==> src/rtl/seq_shift_unit.sv <==
// Multi-cycle shift/rotate unit: accepts an op and a count on start, then shifts
// one bit per enabled cycle, pulsing done once the count is exhausted.
module seq_shift_unit #(
    parameter int N = 32,
    localparam int AW = $clog2(N)
) (
    input  logic          clk,
    input  logic          clr,
    input  logic          start,
    input  logic [2:0]    op,
    input  logic [AW-1:0] amt,
    input  logic [N-1:0]  din,
    input  logic          sin,
    input  logic          en,
    output logic [N-1:0]  q,
    output logic          sout,
    output logic          busy,
    output logic          done
);

    localparam logic [1:0] IDLE  = 2'd0;
    localparam logic [1:0] SHIFT = 2'd1;
    localparam logic [1:0] DONE  = 2'd2;

    localparam logic [2:0] OP_LOAD = 3'b000;
    localparam logic [2:0] OP_SRL  = 3'b001;
    localparam logic [2:0] OP_SLL  = 3'b010;
    localparam logic [2:0] OP_SRA  = 3'b011;
    localparam logic [2:0] OP_ROR  = 3'b100;
    localparam logic [2:0] OP_ROL  = 3'b101;
    localparam logic [2:0] OP_SRI  = 3'b110;
    localparam logic [2:0] OP_SLI  = 3'b111;

    logic [1:0]    state;
    logic [2:0]    op_r;
    logic [AW-1:0] count;
    logic [N-1:0]  step_q;
    logic          step_out;

    assign busy = (state != IDLE);
    assign done = (state == DONE);

    // One 1-bit step of the latched op; step_out is the bit leaving the register.
    always_comb begin
        step_q   = q;
        step_out = sout;
        case (op_r)
            OP_SRL: begin step_q = {1'b0, q[N-1:1]};    step_out = q[0];   end
            OP_SLL: begin step_q = {q[N-2:0], 1'b0};    step_out = q[N-1]; end
            OP_SRA: begin step_q = {q[N-1], q[N-1:1]};  step_out = q[0];   end
            OP_ROR: begin step_q = {q[0], q[N-1:1]};    step_out = q[0];   end
            OP_ROL: begin step_q = {q[N-2:0], q[N-1]};  step_out = q[N-1]; end
            OP_SRI: begin step_q = {sin, q[N-1:1]};     step_out = q[0];   end
            OP_SLI: begin step_q = {q[N-2:0], sin};     step_out = q[N-1]; end
            default: begin step_q = q;                  step_out = sout;   end
        endcase
    end

    always_ff @(posedge clk or negedge clr) begin
        if (!clr) begin
            state <= IDLE;
            op_r  <= OP_LOAD;
            count <= '0;
            q     <= '0;
            sout  <= 1'b0;
        end else begin
            case (state)
                IDLE: begin
                    if (start) begin
                        op_r  <= op;
                        count <= amt;
                        if (op == OP_LOAD) begin
                            q     <= din;
                            state <= DONE;
                        end else if (amt == '0) begin
                            state <= DONE;
                        end else begin
                            state <= SHIFT;
                        end
                    end
                end
                SHIFT: begin
                    if (en) begin
                        q     <= step_q;
                        sout  <= step_out;
                        count <= count - 1'b1;
                        if (count == AW'(1)) begin
                            state <= DONE;
                        end
                    end
                end
                DONE: begin
                    state <= IDLE;
                end
                default: begin
                    state <= IDLE;
                end
            endcase
        end
    end

endmodule
==> config.mk <==
export PLATFORM = sky130hd
export DESIGN_NAME = seq_shift_unit
export DESIGN_NICKNAME = d
export VERILOG_FILES = /design/src/rtl/seq_shift_unit.sv
export SDC_FILE = /design/constraint.sdc
export NUM_CORES = 1
export LEC_CHECK = 0
export ABC_AREA = 0
export CORE_UTILIZATION = 47
export DETAILED_ROUTE_END_ITERATION = 8
export PLACE_DENSITY = 0.8
export SYNTH_ARGS = -nofsm -noshare
export SYNTH_HDL_FRONTEND = slang
export SYNTH_SLANG_ARGS = --single-unit
==> constraint.sdc <==
create_clock -name clk -period 2.3 [get_ports clk]
set_input_delay 0.46 -clock clk [delete_from_list [all_inputs] [get_ports clk]]
set_output_delay 0.46 -clock clk [all_outputs]
set_load 0.005 [all_outputs]
Yosys cells after proc, flatten, opt, wreduce, memory -nomap -nowiden
Index checks and enable logic that the tools add are counted.
{"block": "totals", "wordCells": 53, "in_bits": 45, "out_inout_bits": 35, "regBits": 43}
{"block": "op_classes", "muxes": 15, "n_addsub": 1, "eq_ne": 17, "n_reduce_logical": 14}
{"cell": "case mux 32 bit (7 select lines)", "n": 1}
{"cell": "2-to-1 mux 32 bit", "n": 3}
{"cell": "case mux 32 bit (2 select lines)", "n": 1}
{"cell": "equality test 3 bit, second input constant", "n": 4}
{"cell": "2-to-1 mux 2 bit", "n": 5}
{"cell": "2-to-1 mux 5 bit", "n": 2}
{"cell": "inequality test 2 bit, second input constant", "n": 5}
{"cell": "case mux 5 bit (2 select lines)", "n": 1}
{"cell": "AND reduction 3 bit", "n": 3}
{"cell": "inequality test 8 x 1 -> 1 bit, second input constant", "n": 1}
{"cell": "inequality test 7 x 1 -> 1 bit, second input constant", "n": 1}
{"cell": "equality test 3 x 2 -> 1 bit, second input constant", "n": 2}
{"cell": "AND reduction 6 bit", "n": 1}
{"cell": "nonzero test 2 bit", "n": 3}
{"cell": "equality test 5 x 1 -> 1 bit, second input constant", "n": 1}
{"cell": "zero test 5 bit", "n": 1}
{"cell": "AND reduction 5 bit", "n": 1}
{"cell": "subtractor 5 x 1 -> 5 bit, second input constant", "n": 1}
{"cell": "case mux 2 bit (2 select lines)", "n": 1}
{"cell": "OR reduction 4 bit", "n": 1}
{"cell": "equality test 3 x 1 -> 1 bit, second input constant", "n": 1}
{"cell": "zero test 3 bit", "n": 1}
{"cell": "OR reduction 3 bit", "n": 1}
{"cell": "equality test 2 x 1 -> 1 bit, second input constant", "n": 1}
{"cell": "other kinds (4)", "n": 4}

Depth between registers and ports, before layout
Gate-level depths: netlist (run 1).
{"block": "logic_depth", "depth_word": 5, "depth_mapped": 8, "depth_no_buf": 5}

Least setup slack after synthesis (run 1)
OpenSTA, ideal clock, no wires.
{"block": "synth_timing", "path_kind": "reg-to-reg", "start": "register op_r[1]", "end": "register q[4]", "required_ns": 2.171, "slack_ns": 0.656, "synth_period_minus_slack_ns": 1.644, "setup_ns": 0.129, "stages_incl_launch_ff": 6, "path_buffers": 2, "arrival_time_ns": 1.515, "cell_sequence": "dfrtp_1 -> buf_4 -> or3_4 -> a32oi_4 -> buf_2 -> a22oi_2"}
{"block": "synth_between", "elab_chain_len": 4, "elab_cells_between_ends": 12, "classes_between": "eq/ne (8); mux (3); reduce/logical (1)"}
{"element": "start, declared", "line": "35", "source": "logic [2:0] op_r;"}
{"element": "start signal, assigned", "line": "70", "source": "op_r <= op;"}
{"element": "equality test 3 bit, or another cell as far along", "line": "47", "source": "case (op_r)"}
{"element": "case mux 32 bit (7 select lines)", "line": "47"}
{"element": "2-to-1 mux 32 bit", "line": "83", "source": "if (en) begin"}
{"element": "case mux 32 bit (2 select lines)", "line": "67", "source": "case (state)"}
{"element": "end signal, assigned", "line": "73", "source": "q <= din;"}
{"element": "end signal, assigned", "line": "84", "source": "q <= step_q;"}
{"element": "end, declared", "line": "15", "source": "output logic [N-1:0] q,"}
Several ways; a longest one is shown, not always the timed one. The select of a mux whose other input is x is not followed.
A chain may end at the register's enable or synchronous reset.

Worst setup path after layout (run 1)
{"block": "layout_timing", "start": "register state[1]", "end": "output port busy"}
{"block": "layout_between", "elab_chain_len": 1}
{"element": "start, declared", "line": "34", "source": "logic [1:0] state;"}
{"element": "start signal, assigned", "line": "61", "source": "state <= IDLE;"}
{"element": "start signal, assigned", "line": "74", "source": "state <= DONE;"}
{"element": "start signal, assigned", "line": "76", "source": "state <= DONE;"}
{"element": "nonzero test 2 bit", "line": "40", "source": "assign busy = (state != IDLE);"}
{"element": "end, declared", "line": "17", "source": "output logic busy,"}
No other way between the ends.

==> summary.md, run 1 <==
| Metric | Value |
|---|---|
| Drt via density | 5.46 |
| Top Ports | 80 |
| Slew HR | 62.0% |
| Wire per inst | 14.3 um |
| Setup Viol. Count Final | 0 |
| Crit-path max FO | 9 |
| DRC | 0 |
| Fmax | 488 MHz |
| Area leader, netlist | dfrtp_1 |
| Hold Path Class | in -> async |
| Post-route setup TNS | 0 ns |
| CTS resizes | 0 |
| CTS Root Cell | clkbuf_8 |
| Post-Place Worst Slack | 0.276 ns |
| Die H | 77 um |
| Most frequent cell after synthesis | nand2_1 |
| Final Max Slew Viols | 0 |
| Antenna viol nets, final | 0 |
| Clk sinks | 43 |
| Largest net degree at the start of global routing | 63 |
| Fin worst setup slack | 0.250 ns |
| Post-CTS Setup Inserts | 0 |
| Clk slew on worst S/H paths | 0.09 ns |
| FFs w/ async S/R, synth | 100% |
| Drt initial violations | 160 |
| GRT Util Overall | 23.9% |
| Die area | 5930 um2 |
| Measured slew at the worst slew-check pin | 0.570 ns |
| Post-route insts no fill | 470 |
| Gpl congestion | 0.855 |
| Detailed-route via count | 2,567 |
| Chip Width | 77 um |
| Lkg Pwr | 1.59 nW |
| # nets final | 446 |
| Post-synthesis instance total | 329 |
| Seq/Total Area, Yosys | 40.7% |
| CORE AREA | 5270 um2 |
| Unrepaired setup endpoints after global routing | no |
| H-Tree Depth | 2 |
| Share of layout cells above drive strength 1 | 7.50% |
| Library cells used by synthesis | 38 |
| # fillers | 446 |
| Post-synthesis register bit count | 43 |
| Layout area overhead | 34.5% |
| WP data arrival | 1.59 ns |
| HPWL reported at the end of detailed placement | 4600 um |
| Post-CTS Hold Buffers | 0 |
| WL final | 6730 um |
| Mean post-synth cell area | 8.04 um2 |
| Synth warn | 0 |
| Post-synth EDFFs | 0 |
| Top cell type's share of synthesized area | 40.7% |
| Worst skew pair latency | 0.30 ns |
| Drt first pass iters | 4 |
| Num rows | 26 |
| Remaining global-route overflow | 0 |
| Max-cap violations | 0 |
| Starting Density | 50.2% |
| Post-Route Skew | 0.00853 ns |
| Dpl cells | 462 |
| Post-synth top cells | 90 x nand2_1, 43 x dfrtp_1, 39 x nor2_1, 29 x o31ai_1, 28 x and3_1 |
| Worst VDD drop | 724 uV |
| # diodes | 0 |
| First-pass GRT wire length | 11,400 um |
| Mapped Nets | 376 |
| Port Buffers | 79 |
| Min cycle time layout | 2.05 ns |
| Critical path capture point type | primary output |
| Critical Path Start Type | flip-flop |
| Mapped Area | 2640 um2 |
| Final hold vios | 0 |
| Number of global-route vias before repair | 2,404 |
| WP data required | 1.84 ns |
| Pwr Density | 1530 nW/um2 |
| Area contributors post-synth | dfrtp_1 41%, nand2_1 13%, o31ai_1 8.2%, and3_1 6.6%, nor2_1 5.5% |
| Clock Path Buffers | 2 |
| CTS tree | done |
| TritonCTS Buffers | 5 |
| Ys flop type | dfrtp_1 |
| Critical path class | reg -> out |
| Tcrit/Tclk final | 89.1% |
| Status | finished clean |
| Antenna violations before repair | 0 |
[layer usage]
layer / track usage [%] / wire [um] / part of all wire (%) / vias up
li1: - / - / - / 1260
met1: 31.6 / 3000 / 45 / 1218
met2: 38.9 / 3270 / 49 / 79
met3: 5.24 / 373 / 5.5 / 10
met4: 7.36 / 96 / 1.4 / 0
met5: 0 / 0 / 0 / -
[metrics by stage]
stage / hold slack (ns) / utilization, % / area, um2 / power [mW]
detailed placement: 0.484 / 65.6 / 3450 / 4.90
global route: 0.273 / 67.5 / 3550 / 5.93
CTS: 0.246 / 67.5 / 3550 / 5.46
floorplan: 0.164 / - / 2640 / 3.81
global placement: 0.478 / 65.6 / 3450 / 4.80
finish: 0.227 / 67.5 / 3550 / 5.43
[layout make-up]
cell class,count,area [um2],area share (%)
repair buffers,88,866,24.4
inverters,4,15.0,0.422
clock buffers,8,100,2.82
multi-input cells,257,1410,39.7
well taps,70,87.6,2.46
flip-flops and latches,43,1080,30.3
[cells in the final DEF (no fill, tap or decap), drive strengths merged]
| cell | n |
|---|---|
| a22o | 1 |
| or2 | 1 |
| a21o | 3 |
| xor2 | 1 |
| nand2b | 5 |
| clkdlybuf4s50 | 78 |
| mux2i | 6 |
| nor2b | 3 |
| nor3b | 1 |
| nand3 | 3 |
| mux2 | 5 |
| nor2 | 39 |
| and3 | 28 |
| nor3 | 4 |
| a211oi | 2 |
| o31ai | 29 |
| or3 | 1 |
| or3b | 1 |
| o21ai | 10 |
| nand2 | 90 |
| clkbuf | 8 |
| a21boi | 1 |
| a32oi | 1 |
| o22ai | 1 |
| a21oi | 14 |
| ha | 2 |
| dfrtp | 43 |
| and2 | 1 |
| nand3b | 1 |
| buf | 10 |
| a41oi | 1 |
| nand4 | 1 |
| inv | 4 |
| a22oi | 1 |
[final timing paths]
check | start | to | slack, ns | cells after the start
worst min register to register | sout | sout | 0.50 | 2
worst max-delay path | state[1] | busy | 0.25 | 2
worst max register to register | op_r[2] | q[7] | 0.44 | 5
max in group asynchronous | clr | q[3] | 1.67 | 2
min in group clk | sout | sout | 0.50 | 2
worst min-delay path | clr | q[10] | 0.23 | 2
[where the power goes]
part / total [mW] / switching [mW] / internal, mW
registers: 1.61 / 0.468 / 1.14
logic: 3.28 / 1.65 / 1.63
clock network: 0.538 / 0.264 / 0.274
[sequential cells by signal, indices dropped and copies added, names as in the netlist]
name / flops
state: 2
q: 32
sout: 1
op_r: 3
count: 5
[cell families (layout without fill, tap and decap cells)]
kind of cell	count (synthesis)	after routing	synth area share (%)
simple gates	179	179	30.7
fa+ha+maj	2	2	0.946
compound gates	64	64	16.9
buf+inv	29	100	6.06
xor+xnor	1	1	0.331
mux	11	11	4.40
flops	43	43	40.7
[worst max-delay path, stage by stage, from the launching register on]
cell and delay [ns]:
dfrtp_1 0.49, or2_2 0.35, clkdlybuf4s50_1 0.45
Note: power is estimated with default switching activity, not from simulation.
==> run 2: changes to the inputs <==
==> constraint.sdc (replaced) <==
create_clock -name clk -period 2.3 [get_ports clk]
set_input_delay 0.23 -clock clk [delete_from_list [all_inputs] [get_ports clk]]
set_output_delay 0.23 -clock clk [all_outputs]
set_load 0.005 [all_outputs]
==> run 2 against run 1 <==
Effect of this change: count of clock-buffer cells in the layout fell by 2; sequential cell count did not move; sequential power barely moved; worst hold slack improved by 0.11 ns; global-route usage barely moved; final cell count did not move; clock skew fell by 0.0032 ns; via count rose by 0.31%; critical path type is now reg -> reg; largest cell class unchanged; largest power group unchanged.
==> summary.md, run 2 (synthesis results as in run 1) <==
| Metric | Value |
|---|---|
| Post-CTS Setup Inserts | 0 |
| CTS resizes | 0 |
| Drt first pass iters | 4 |
| WP data arrival | 2.04 ns |
| # diodes | 0 |
| Critical path class | reg -> reg |
| Antenna viol nets, final | 0 |
| Largest net degree at the start of global routing | 41 |
| WL final | 6900 um |
| Worst skew pair latency | 0.29 ns |
| Final hold vios | 0 |
| CORE AREA | 5270 um2 |
| # fillers | 482 |
| Post-Place Worst Slack | 0.349 ns |
| Slew HR | 63.2% |
| DR WL met2 | 3350 um |
| Gpl congestion | 0.782 |
| Clk slew on worst S/H paths | 0.08 ns |
| Status | finished clean |
| Min cycle time layout | 1.84 ns |
| Fmax | 544 MHz |
| First-pass GRT wire length | 11,300 um |
| Clk sinks | 43 |
| Design area | 3530 um2 |
| Layout area overhead | 33.6% |
| Max-cap violations | 0 |
| Crit Reg-Reg Startpoint | op_r[1] |
| Detailed-route via count | 2,575 |
| Die area | 5930 um2 |
| # nets final | 448 |
| Placed inst area | 3450 um2 |
| Starting Density | 50.2% |
| Critical Path Start Type | flip-flop |
| Drt via density | 5.48 |
| WL met3 | 331 um |
| Post-CTS Hold Buffers | 1 |
| Crit-path max FO | 40 |
| Chip Width | 77 um |
| TritonCTS Buffers | 5 |
| Dpl cells | 463 |
| Die H | 77 um |
| Hold Path Class | in -> async |
| Share of layout cells above drive strength 1 | 7.25% |
| HPWL reported at the end of detailed placement | 4860 um |
| Largest register FFs | 32 |
| Pwr Total | 5.36 mW |
| Critical path capture point type | flip-flop |
| Top Ports | 80 |
| CTS tree | done |
| Setup Viol. Count Final | 0 |
| Remaining global-route overflow | 0 |
| Post-Route Skew | 0.00529 ns |
| Largest reg by FF count | q |
| Final core occ | 67.0% |
| Measured slew at the worst slew-check pin | 0.547 ns |
| Tcrit/Tclk final | 79.9% |
| Number of global-route vias before repair | 2,348 |
| Final Max Slew Viols | 0 |
| GRT Util Overall | 23.8% |
| Largest regs | q: 32 flops, count: 5 flops, op_r: 3 flops |
| WP data required | 2.50 ns |
| Most common cell after layout, fill and taps aside | nand2_1 |
| Commonest cells after routing, fill and taps aside | 90 x nand2_1, 78 x clkdlybuf4s50_1, 43 x dfrtp_1, 39 x nor2_1, 29 x o31ai_1 |
| DRC | 0 |
| Unrepaired setup endpoints after global routing | no |
| Wire per inst | 14.7 um |
| DRT met1 WL | 3090 um |
| Top Metal Used | met4 |
| Antenna violations before repair | 0 |
| Drt initial violations | 138 |
| CTS Root Cell | clkbuf_8 |
| Num rows | 26 |
| Critical path launch point | op_r[1] |
| R2r setup slk | 0.46 ns |
| Pwr Density | 1520 nW/um2 |
| Port Buffers | 79 |
| Post-route setup TNS | 0 ns |
| Lkg Pwr | 1.58 nW |
| Hold WS | 0.337 ns |
| Post-route insts no fill | 470 |
| Fin worst setup slack | 0.461 ns |
| Worst VDD drop | 750 uV |
| Clock Path Buffers | 2 |
| H-Tree Depth | 2 |
==> run 2: worst paths after layout <==
path	end	depth (start not counted)
worst max-delay path	q[29]	5
worst min register to register	sout	2
min in group clk	sout	2
worst max register to register	q[29]	5
worst min-delay path	q[14]	2
max in group asynchronous	q[1]	3
==> run 2: area by class of cell <==
class | count | area, um2 | share of cell area, %
Clock buffer | 6 | 72.6 | 2.05
Tap cell | 70 | 87.6 | 2.48
Multi-Input combinational cell | 257 | 1410 | 39.9
Sequential cell | 43 | 1080 | 30.5
Timing Repair Buffer | 90 | 871 | 24.7
Inverter | 4 | 15.0 | 0.425
==> run 2: layer usage <==
layer	vias to the layer above	track usage [%]
met3	12	4.05
met2	71	39.6
li1	1261	-
met4	0	8.11
met1	1231	31.4
met5	-	0
==> run 2: power by group <==
group	switching (mW)	internal (mW)	leakage, nW
logic	1.66	1.63	1.01
registers	0.478	1.14	0.526
clock network	0.250	0.203	0.0371
==> run 2: critical path: stages, from the launching register on <==
cell and delay [ns]:
dfrtp_1 0.48, or3_4 0.44, a32oi_4 0.24, buf_4 0.38, nand2_1 0.11, o31ai_1 0.08
